## src/rtl/ppu_op_sequencer.sv

```systemverilog
// ppu_op_sequencer: drives a combinational posit core as a multicycle path.
// Requests are accepted over a valid/ready stream, and the operands are held
// steady on core_* for SETTLE_CYCLES edges. The core result is then captured,
// together with the request tag, into a small in-order result FIFO that is
// drained over a second valid/ready stream.
module ppu_op_sequencer #(
   parameter int N             = 16,
   parameter int OP_SIZE       = 3,
   parameter int SETTLE_CYCLES = 2,
   parameter int FIFO_DEPTH    = 4,
   parameter int TAG_W         = 4
) (
   input  logic               clk,
   input  logic               rst_n,
   input  logic               in_valid,
   output logic               in_ready,
   input  logic [N-1:0]       in_p1,
   input  logic [N-1:0]       in_p2,
   input  logic [OP_SIZE-1:0] in_op,
   input  logic [TAG_W-1:0]   in_tag,
   output logic [N-1:0]       core_p1,
   output logic [N-1:0]       core_p2,
   output logic [OP_SIZE-1:0] core_op,
   input  logic [N-1:0]       core_pout,
   output logic               out_valid,
   input  logic               out_ready,
   output logic [N-1:0]       out_pout,
   output logic [TAG_W-1:0]   out_tag,
   output logic               busy,
   output logic [15:0]        done_count
);

   localparam int PTR_W = (FIFO_DEPTH > 1) ? $clog2(FIFO_DEPTH) : 1;
   localparam int CNT_W = PTR_W + 1;
   localparam int SET_W = (SETTLE_CYCLES > 1) ? $clog2(SETTLE_CYCLES) : 1;
   localparam logic [SET_W-1:0] SETTLE_LAST = SET_W'(SETTLE_CYCLES - 1);
   localparam logic [CNT_W-1:0] DEPTH_C     = CNT_W'(FIFO_DEPTH);

   typedef enum logic {
      IDLE = 1'b0,
      EXEC = 1'b1
   } state_t;

   state_t state, state_nxt;

   logic [SET_W-1:0] settle_cnt;
   logic [TAG_W-1:0] tag_q;

   logic [N-1:0]     pout_mem [FIFO_DEPTH];
   logic [TAG_W-1:0] tag_mem  [FIFO_DEPTH];
   logic [PTR_W-1:0] wr_ptr;
   logic [PTR_W-1:0] rd_ptr;
   logic [CNT_W-1:0] fifo_count;

   logic accept;
   logic capture;
   logic push;
   logic pop;

   // Saturating increment used by the completion counter.
   function automatic logic [15:0] sat_inc16(input logic [15:0] v);
      return (v == 16'hFFFF) ? v : v + 16'd1;
   endfunction

   // in_ready is gated by rst_n so nothing looks acceptable while reset is held.
   assign in_ready  = rst_n && (state == IDLE) && (fifo_count < DEPTH_C);
   assign accept    = in_valid && in_ready;
   assign capture   = (state == EXEC) && (settle_cnt == '0);
   assign push      = capture;
   assign out_valid = (fifo_count != '0);
   assign pop       = out_valid && out_ready;
   assign out_pout  = pout_mem[rd_ptr];
   assign out_tag   = tag_mem[rd_ptr];
   assign busy      = (state == EXEC) || (fifo_count != '0);

   // State register.
   always_ff @(posedge clk) begin
      if (!rst_n) state <= IDLE;
      else        state <= state_nxt;
   end

   // Next-state logic: one operation in flight, back to IDLE on the capture edge.
   always_comb begin
      state_nxt = state;
      case (state)
         IDLE:    if (accept) state_nxt = EXEC;
         EXEC:    if (settle_cnt == '0) state_nxt = IDLE;
         default: state_nxt = IDLE;
      endcase
   end

   // Settle counter: loaded on accept, counts down to the capture edge.
   always_ff @(posedge clk) begin
      if (!rst_n) begin
         settle_cnt <= '0;
      end else if (accept) begin
         settle_cnt <= SETTLE_LAST;
      end else if ((state == EXEC) && (settle_cnt != '0)) begin
         settle_cnt <= settle_cnt - SET_W'(1);
      end
   end

   // Core operand registers: loaded only on accept, so they never toggle while idle.
   always_ff @(posedge clk) begin
      if (!rst_n) begin
         core_p1 <= '0;
         core_p2 <= '0;
         core_op <= '0;
      end else if (accept) begin
         core_p1 <= in_p1;
         core_p2 <= in_p2;
         core_op <= in_op;
      end
   end

   // Tag of the operation in flight; it is data only and needs no reset.
   always_ff @(posedge clk) begin
      if (accept) tag_q <= in_tag;
   end

   // Result storage: written at the capture edge; the head is read straight out.
   always_ff @(posedge clk) begin
      if (push && rst_n) begin
         pout_mem[wr_ptr] <= core_pout;
         tag_mem[wr_ptr]  <= tag_q;
      end
   end

   // FIFO pointers and occupancy; a simultaneous push and pop leaves the count unchanged.
   always_ff @(posedge clk) begin
      if (!rst_n) begin
         wr_ptr     <= '0;
         rd_ptr     <= '0;
         fifo_count <= '0;
      end else begin
         if (push) wr_ptr <= wr_ptr + PTR_W'(1);
         if (pop)  rd_ptr <= rd_ptr + PTR_W'(1);
         case ({push, pop})
            2'b10:   fifo_count <= fifo_count + CNT_W'(1);
            2'b01:   fifo_count <= fifo_count - CNT_W'(1);
            default: fifo_count <= fifo_count;
         endcase
      end
   end

   // Completion counter: one per popped result, sticking at all-ones.
   always_ff @(posedge clk) begin
      if (!rst_n)   done_count <= '0;
      else if (pop) done_count <= sat_inc16(done_count);
   end

endmodule

```

## config.mk

```make
export PLATFORM = sky130hd
export DESIGN_NAME = ppu_op_sequencer
export DESIGN_NICKNAME = d
export VERILOG_FILES = /design/src/rtl/ppu_op_sequencer.sv
export SDC_FILE = /design/constraint.sdc
export NUM_CORES = 1
export LEC_CHECK = 0
export ABC_AREA = 1
export CAP_MARGIN = 20
export CELL_PAD_IN_SITES_DETAIL_PLACEMENT = 1
export CELL_PAD_IN_SITES_GLOBAL_PLACEMENT = 2
export CORE_ASPECT_RATIO = 1.75
export CORE_UTILIZATION = 28
export DETAILED_ROUTE_END_ITERATION = 8
export HOLD_SLACK_MARGIN = 0.02
export PLACE_DENSITY = 0.83
export SLEW_MARGIN = 30
export SYNTH_ARGS = -nofsm -noshare
export SYNTH_HDL_FRONTEND = slang
export SYNTH_SLANG_ARGS = --single-unit
```

## constraint.sdc

```tcl
create_clock -name clk -period 1.91 [get_ports clk]
set_clock_uncertainty 0.1 [all_clocks]
set_input_delay 0.4775 -clock clk [delete_from_list [all_inputs] [get_ports clk]]
set_output_delay 0.4775 -clock clk [all_outputs]
set_load 0.02 [all_outputs]
```

==> summary.md, run 1 <==
| Metric | Value |
|---|---|
| Clock root buffer master | clkbuf_16 |
| H-tree depth | 4 |
| Clock buffer depth | 2 |
| Fin nets | 797 |
| Post-layout instance area | 0.00841 sq mm |
| Min Clock Period, post-route | 2080 ps |
| Post-synth EDFFs | 84 |
| Final hold violation count | 0 |
| Ys flop type | edfxtp_1 |
| Max Cap Viol | 0 |
| Vias in the first global route | 5196 |
| Detailed Place HPWL | 11500 microns |
| Worst Path Arrival | 1510 ps |
| Final setup viols | 20 |
| WP data required | 1330 ps |
| Worst-skew pair later-pin latency | 430 ps |
| Maximum vdd drop | 0.000623 V |
| Max-slew violations | 0 |
| Worst Max-Slew Pin Slew | 483 ps |
| I/O pin count | 133 |
| Fin worst setup slack | -174 ps |
| Number of iterations in the first detailed-routing pass | 4 |
| Final antenna-violating net count | 0 |
| Ys Warns | 0 |
| Share of layout cells above drive strength 1 | 19.1% |
| Syn Area/Cell | 10.1 sq um |
| Cell Area, Synth | 0.00575 sq mm |
| GR Util All Layers | 17.3% |
| PwrDens | 1150 mW/mm^2 |
| First-pass GRT wire length | 26900 microns |
| Net Count, Synth | 636 |
| Clk slew on worst S/H paths | 70 ps |
| Die Height | 192 microns |
| Hold WC Path Type | in -> reg |
| Setup CP Type | reg -> out |
| Yosys top cell area share | 43.9% |
| Yosys cell types | 27 |
| Vias/cell | 4.80 |
| Crit end category | primary output |
| Wire length per cell | 17.8 microns |
| Synth area leaders | edfxtp_1, dfxtp_1, nor2_1 |
| Pin count of the biggest net entering global routing | 53 |
| Drc violations | 0 |
| Rows | 69 |
| Failing checks | setup timing |
| Total gr overflow | 0 |
| Run status | complete, but fails checks |
| Lkg Pwr | 3.27 nW |
| Die area | 0.0211 sq mm |
| RePlAce Congestion | 0.807 |
| FFs w/ async S/R, synth | 0% |
| Register area share after synthesis | 65.4% |
| TritonCTS Buffers | 17 |
| Final wirelength | 17700 microns |
| Commonest cells post-synth | nor2_1, o21ai_0, edfxtp_1 |
| Worst-path fanout max | 5 |
| Core area | 0.0202 sq mm |
| Startpoint types | flop |
| Drt initial violations | 118 |
| Seq cells post-synth | 146 |
| Post-DP Area | 0.00751 sq mm |
| IO buf count | 132 |
| RSZ-0062 raised after global routing | yes |
| Yosys top cell by area | edfxtp_1 |
| Hold_buf cts | 0 |
| Fin Hold WS | 354 ps |
| Max Clk Rate | 480 MHz |
| Most frequent cell after synthesis | nor2_1 |
| Synthesized instance count | 570 |
| Final Cycle Share | 109% |
| CTS sink cnt | 146 |
| Initial Util | 28.5% |
| Slew HR | 67.8% |
| Antenna violations before repair | 1 |
| Area Growth Syn to Fin | 46.2% |
| DR vias | 4757 |
| Die Wd | 110 microns |
| CTS tree | built |
state kept, by name, summed over array words and instances (netlist names), named ones only:
register    cells
rd_ptr          2
settle_cnt      1
state           1
pout_mem       64
core_p1        16
core_p2        16
done_count     16
fifo_count      3
wr_ptr          2
tag_mem        16
core_op         3
tag_q           4
where the power goes:
part           switching, mW  total (mW)  internal (mW)
Clock                   1.26        3.29           2.03
Sequential             0.127        3.65           3.52
Combinational           1.50        2.72           1.21
Total                   2.88        9.66           6.77
final timing paths:
path / startpoint / endpoint / slack [ps] / cells after the start
max: flop / out_pout[7] / -170 / 5
min reg2reg: rd_ptr[1] / flop / 370 / 2
min: rst_n / settle_cnt / 350 / 5
max reg2reg: fifo_count[1] / fifo_count[2] / 90 / 9
cell families (layout without fill, tap and decap cells):
kind of cell | Yosys count | in the layout | share of synthesized area (%)
fa+ha+maj | 7 | 7 | 1.65
buf+inv | 55 | 228 | 4.39
other cells | 0 | 1 | 0
flops | 146 | 146 | 65.4
simple gates | 229 | 229 | 15.9
xor+xnor | 2 | 2 | 0.305
compound gates | 131 | 131 | 12.3
worst max-delay path, cell delays in order, from the launching register on:
cell and delay (ps):
dfxtp_4 420, buf_6 150, buf_16 110, o21ai_2 50, o22ai_1 180, buf_4 170
stage by stage:
| step | setup TNS, ps | instances | util (%) | worst slack (ps) | power [mW] |
|---|---|---|---|---|---|
| 2_1_floorplan | -13030 | 570 | - | -163 | 4.84 |
| 3_3_place_gp | -16490 | 947 | 37.2 | -422 | 5.86 |
| 3_5_place_dp | -23690 | 947 | 37.2 | -464 | 5.98 |
| 4_1_cts | -3670 | 984 | 40.6 | -235 | 9.52 |
| 5_1_grt | -4310 | 992 | 41.6 | -260 | 10.1 |
| 6_report | -2660 | 992 | 41.6 | -174 | 9.66 |
what timing repair did:
item,in CTS,in global routing
cloned,4,2
buffers inserted,2,5
pin swaps,5,12
setup endpoints to repair,76,26
resized for setup,200,50
endpoints found under the hold margin,0,0
layout make-up:
cell class / count / area, sq um
fillers: 2255 / 11800
flip-flops and latches: 146 / 3780
multi-input cells: 369 / 1890
repair buffers: 168 / 1730
clock buffers: 20 / 437
well taps: 248 / 310
clock inverters: 11 / 138
inverters: 29 / 126
diodes: 1 / 2.50
metal layers:
metal	vias up	GRT usage (%)	share of wire (%)
li1	2267	-	-
met2	123	33.9	58
met5	-	0	0
met1	2327	15.8	35
met3	40	4.75	3.9
met4	0	7.79	3.1
cell usage in the layout, fill, tap and decap left out, types with 3 or more instances in the layout:
cell             netlist  routed
nor2_1               150     137
edfxtp_1              84      84
o21ai_0               86      59
dfxtp_1               62      56
clkdlybuf4s50_1        0      56
nand2_1               54      54
dlygate4sd2_1          0      51
buf_4                  1      34
a21oi_1               22      21
inv_1                 26      20
clkbuf_16              0      19
o21ai_1                0      15
o22ai_1               20      14
nand3_1               14      14
nor2_2                 2      13
o21ai_2                0      11
buf_12                 0      10
o22ai_2                0       6
nand4_1                6       6
buf_6                  4       6
inv_2                  1       5
ha_1                   6       5
nor2_4                 2       4
buf_16                 0       4
dfxtp_4                0       3
clkinv_2               0       3
bufinv_16              0       3
clkbuf_1              17       3
dfxtp_2                0       3
buf_2                  2       3
(Power assumes the default switching activity.)
==> run 2, diff against run 1 <==
Settings changed: REMOVE_ABC_BUFFERS set to 1.
==> summary.md, run 2 (synthesis gave the netlist of run 1 again) <==
| Metric | Value |
|---|---|
| Clock buffer depth | 2 |
| Total gr overflow | 0 |
| WP data required | 1330 ps |
| Maximum vdd drop | 0.000739 V |
| Drt initial violations | 86 |
| RePlAce Congestion | 0.764 |
| Vias in the first global route | 4948 |
| Die Wd | 110 microns |
| Share of layout cells above drive strength 1 | 16.4% |
| Worst-skew pair later-pin latency | 410 ps |
| Startpoint types | flop |
| Post-layout instance area | 0.00820 sq mm |
| Number of iterations in the first detailed-routing pass | 4 |
| PwrDens | 1150 mW/mm^2 |
| Max reg flops | 64 |
| Pre-CTS setup slack | -570 ps |
| Max-slew violations | 0 |
| DR vias | 4640 |
| Worst-path cell chain | inv_6, buf_12, o21ai_0, o22ai_1, buf_4 |
| Final wirelength | 16000 microns |
| Worst Max-Slew Pin Slew | 487 ps |
| Die area | 0.0211 sq mm |
| Reg2reg setup slack | 80 ps |
| I/O pin count | 133 |
| Run status | complete, but fails checks |
| Worst R2R Path Depth | 9 |
| Final hold violation count | 0 |
| Max Cap Viol | 0 |
| Hold WC Path Type | in -> reg |
| Final antenna-violating net count | 0 |
| Area Growth Syn to Fin | 42.6% |
| First-pass GRT wire length | 24600 microns |
| Crit end category | primary output |
| Worst Path Arrival | 1470 ps |
| Fin Hold WS | 364 ps |
| Drc violations | 0 |
| Lkg Pwr | 3.18 nW |
| Crit Reg-Reg Startpoint | fifo_count[2] |
| Layout fillers | 2296 |
| Max Clk Rate | 488 MHz |
| Cells on Worst Hold Path | 5 |
| Core area | 0.0202 sq mm |
| Vias/cell | 4.70 |
| WHS Endpoint | settle_cnt |
| Clock root buffer master | clkbuf_16 |
| Pin count of the biggest net entering global routing | 53 |
| TritonCTS Buffers | 17 |
| Most frequent cells in the layout | nor2_1, edfxtp_1, o21ai_0, clkdlybuf4s50_1, dfxtp_1 |
| CTS tree | built |
| Wire length per cell | 16.2 microns |
| Rows | 69 |
| CP max stage cell | dfxtp_4 |
| Fin nets | 792 |
| Hold path startpoint | rst_n |
| Die Height | 192 microns |
| Commonest non-fill, non-tap cell in the layout | nor2_1 |
| Buf/Inv on CP | 3 |
| RSZ-0062 raised after global routing | yes |
| Initial Util | 28.5% |
| Antenna violations before repair | 0 |
| IO buf count | 132 |
| Detailed Place HPWL | 10900 microns |
| CTS sink cnt | 146 |
| Post-DP Area | 0.00753 sq mm |
| Setup_tns | -2270 ps |
| Final Cycle Share | 107% |
| Fin worst setup slack | -138 ps |
| Worst-path fanout max | 10 |
| Critical R2R Capture | fifo_count[2] |
| Setup CP Type | reg -> out |
| Slew HR | 67.5% |
| Failing checks | setup timing |
| Clk slew on worst S/H paths | 70 ps |
| Cell family with most CP delay | buffers and inverters |
| Antenna Diode Count | 0 |
| Biggest register | pout_mem |
| H-tree depth | 4 |
| Min Clock Period, post-route | 2050 ps |
| Final setup viols | 20 |
| GR Util All Layers | 15.5% |
| Max incr delay on CP | 370 ps |
run 2: repair_timing:
action,4_1_cts,5_1_grt
gates resized for setup,178,38
hold buffers,0,0
setup buffers,1,0
setup endpoints to repair,75,28
pin swaps,5,4
cloned,2,2
run 2: through the flow:
step | total power [mW] | utilization (%) | std cells
finish | 9.41 | 40.6 | 987
floorplan | 4.76 | - | 544
global placement | 5.88 | 37.3 | 950
CTS | 9.40 | 40.2 | 985
global route | 9.84 | 40.6 | 987
detailed placement | 5.96 | 37.3 | 950
run 2: per-layer routing:
metal	vias up	track usage, %	routed length (microns)
li1	2261	-	-
met1	2258	15.1	5880
met2	103	30.4	9310
met3	18	3.33	559
met4	0	5.97	287
met5	-	0	0
run 2: cell type report:
| type | instances | area [sq um] | area share (%) |
|---|---|---|---|
| clock buffers | 17 | 425 | 5.19 |
| clock inverters | 15 | 181 | 2.21 |
| inverters | 29 | 121 | 1.48 |
| multi-input cells | 369 | 1780 | 21.7 |
| flip-flops and latches | 146 | 3770 | 46.0 |
| well taps | 248 | 310 | 3.78 |
| repair buffers | 163 | 1610 | 19.6 |
run 2: worst max path at each step:
stage | slack, ps | endpoint | depth (start not counted) | from
2_1_floorplan | -540 | out_pout[0] | 3 | flop
3_3_place_gp | -540 | fifo_count[2] | 9 | out_ready
3_5_place_dp | -570 | fifo_count[2] | 9 | out_ready
4_1_cts | -220 | out_pout[7] | 4 | flop
5_1_grt | -240 | out_tag[0] | 5 | flop
6_report | -140 | out_tag[0] | 5 | flop
run 2: worst reg2reg max path, delay by kind of cell (launching register included):
kind,cells,cell delay (ps)
compound gates,5,600
flops,1,340
fa+ha+maj,2,560
buf+inv,2,120
run 2: power by group:
part           leakage [nW]  internal [mW]  switching (mW)
combinational          1.62           1.01            1.35
clock                 0.291           2.07            1.34
sequential             1.27           3.52           0.122
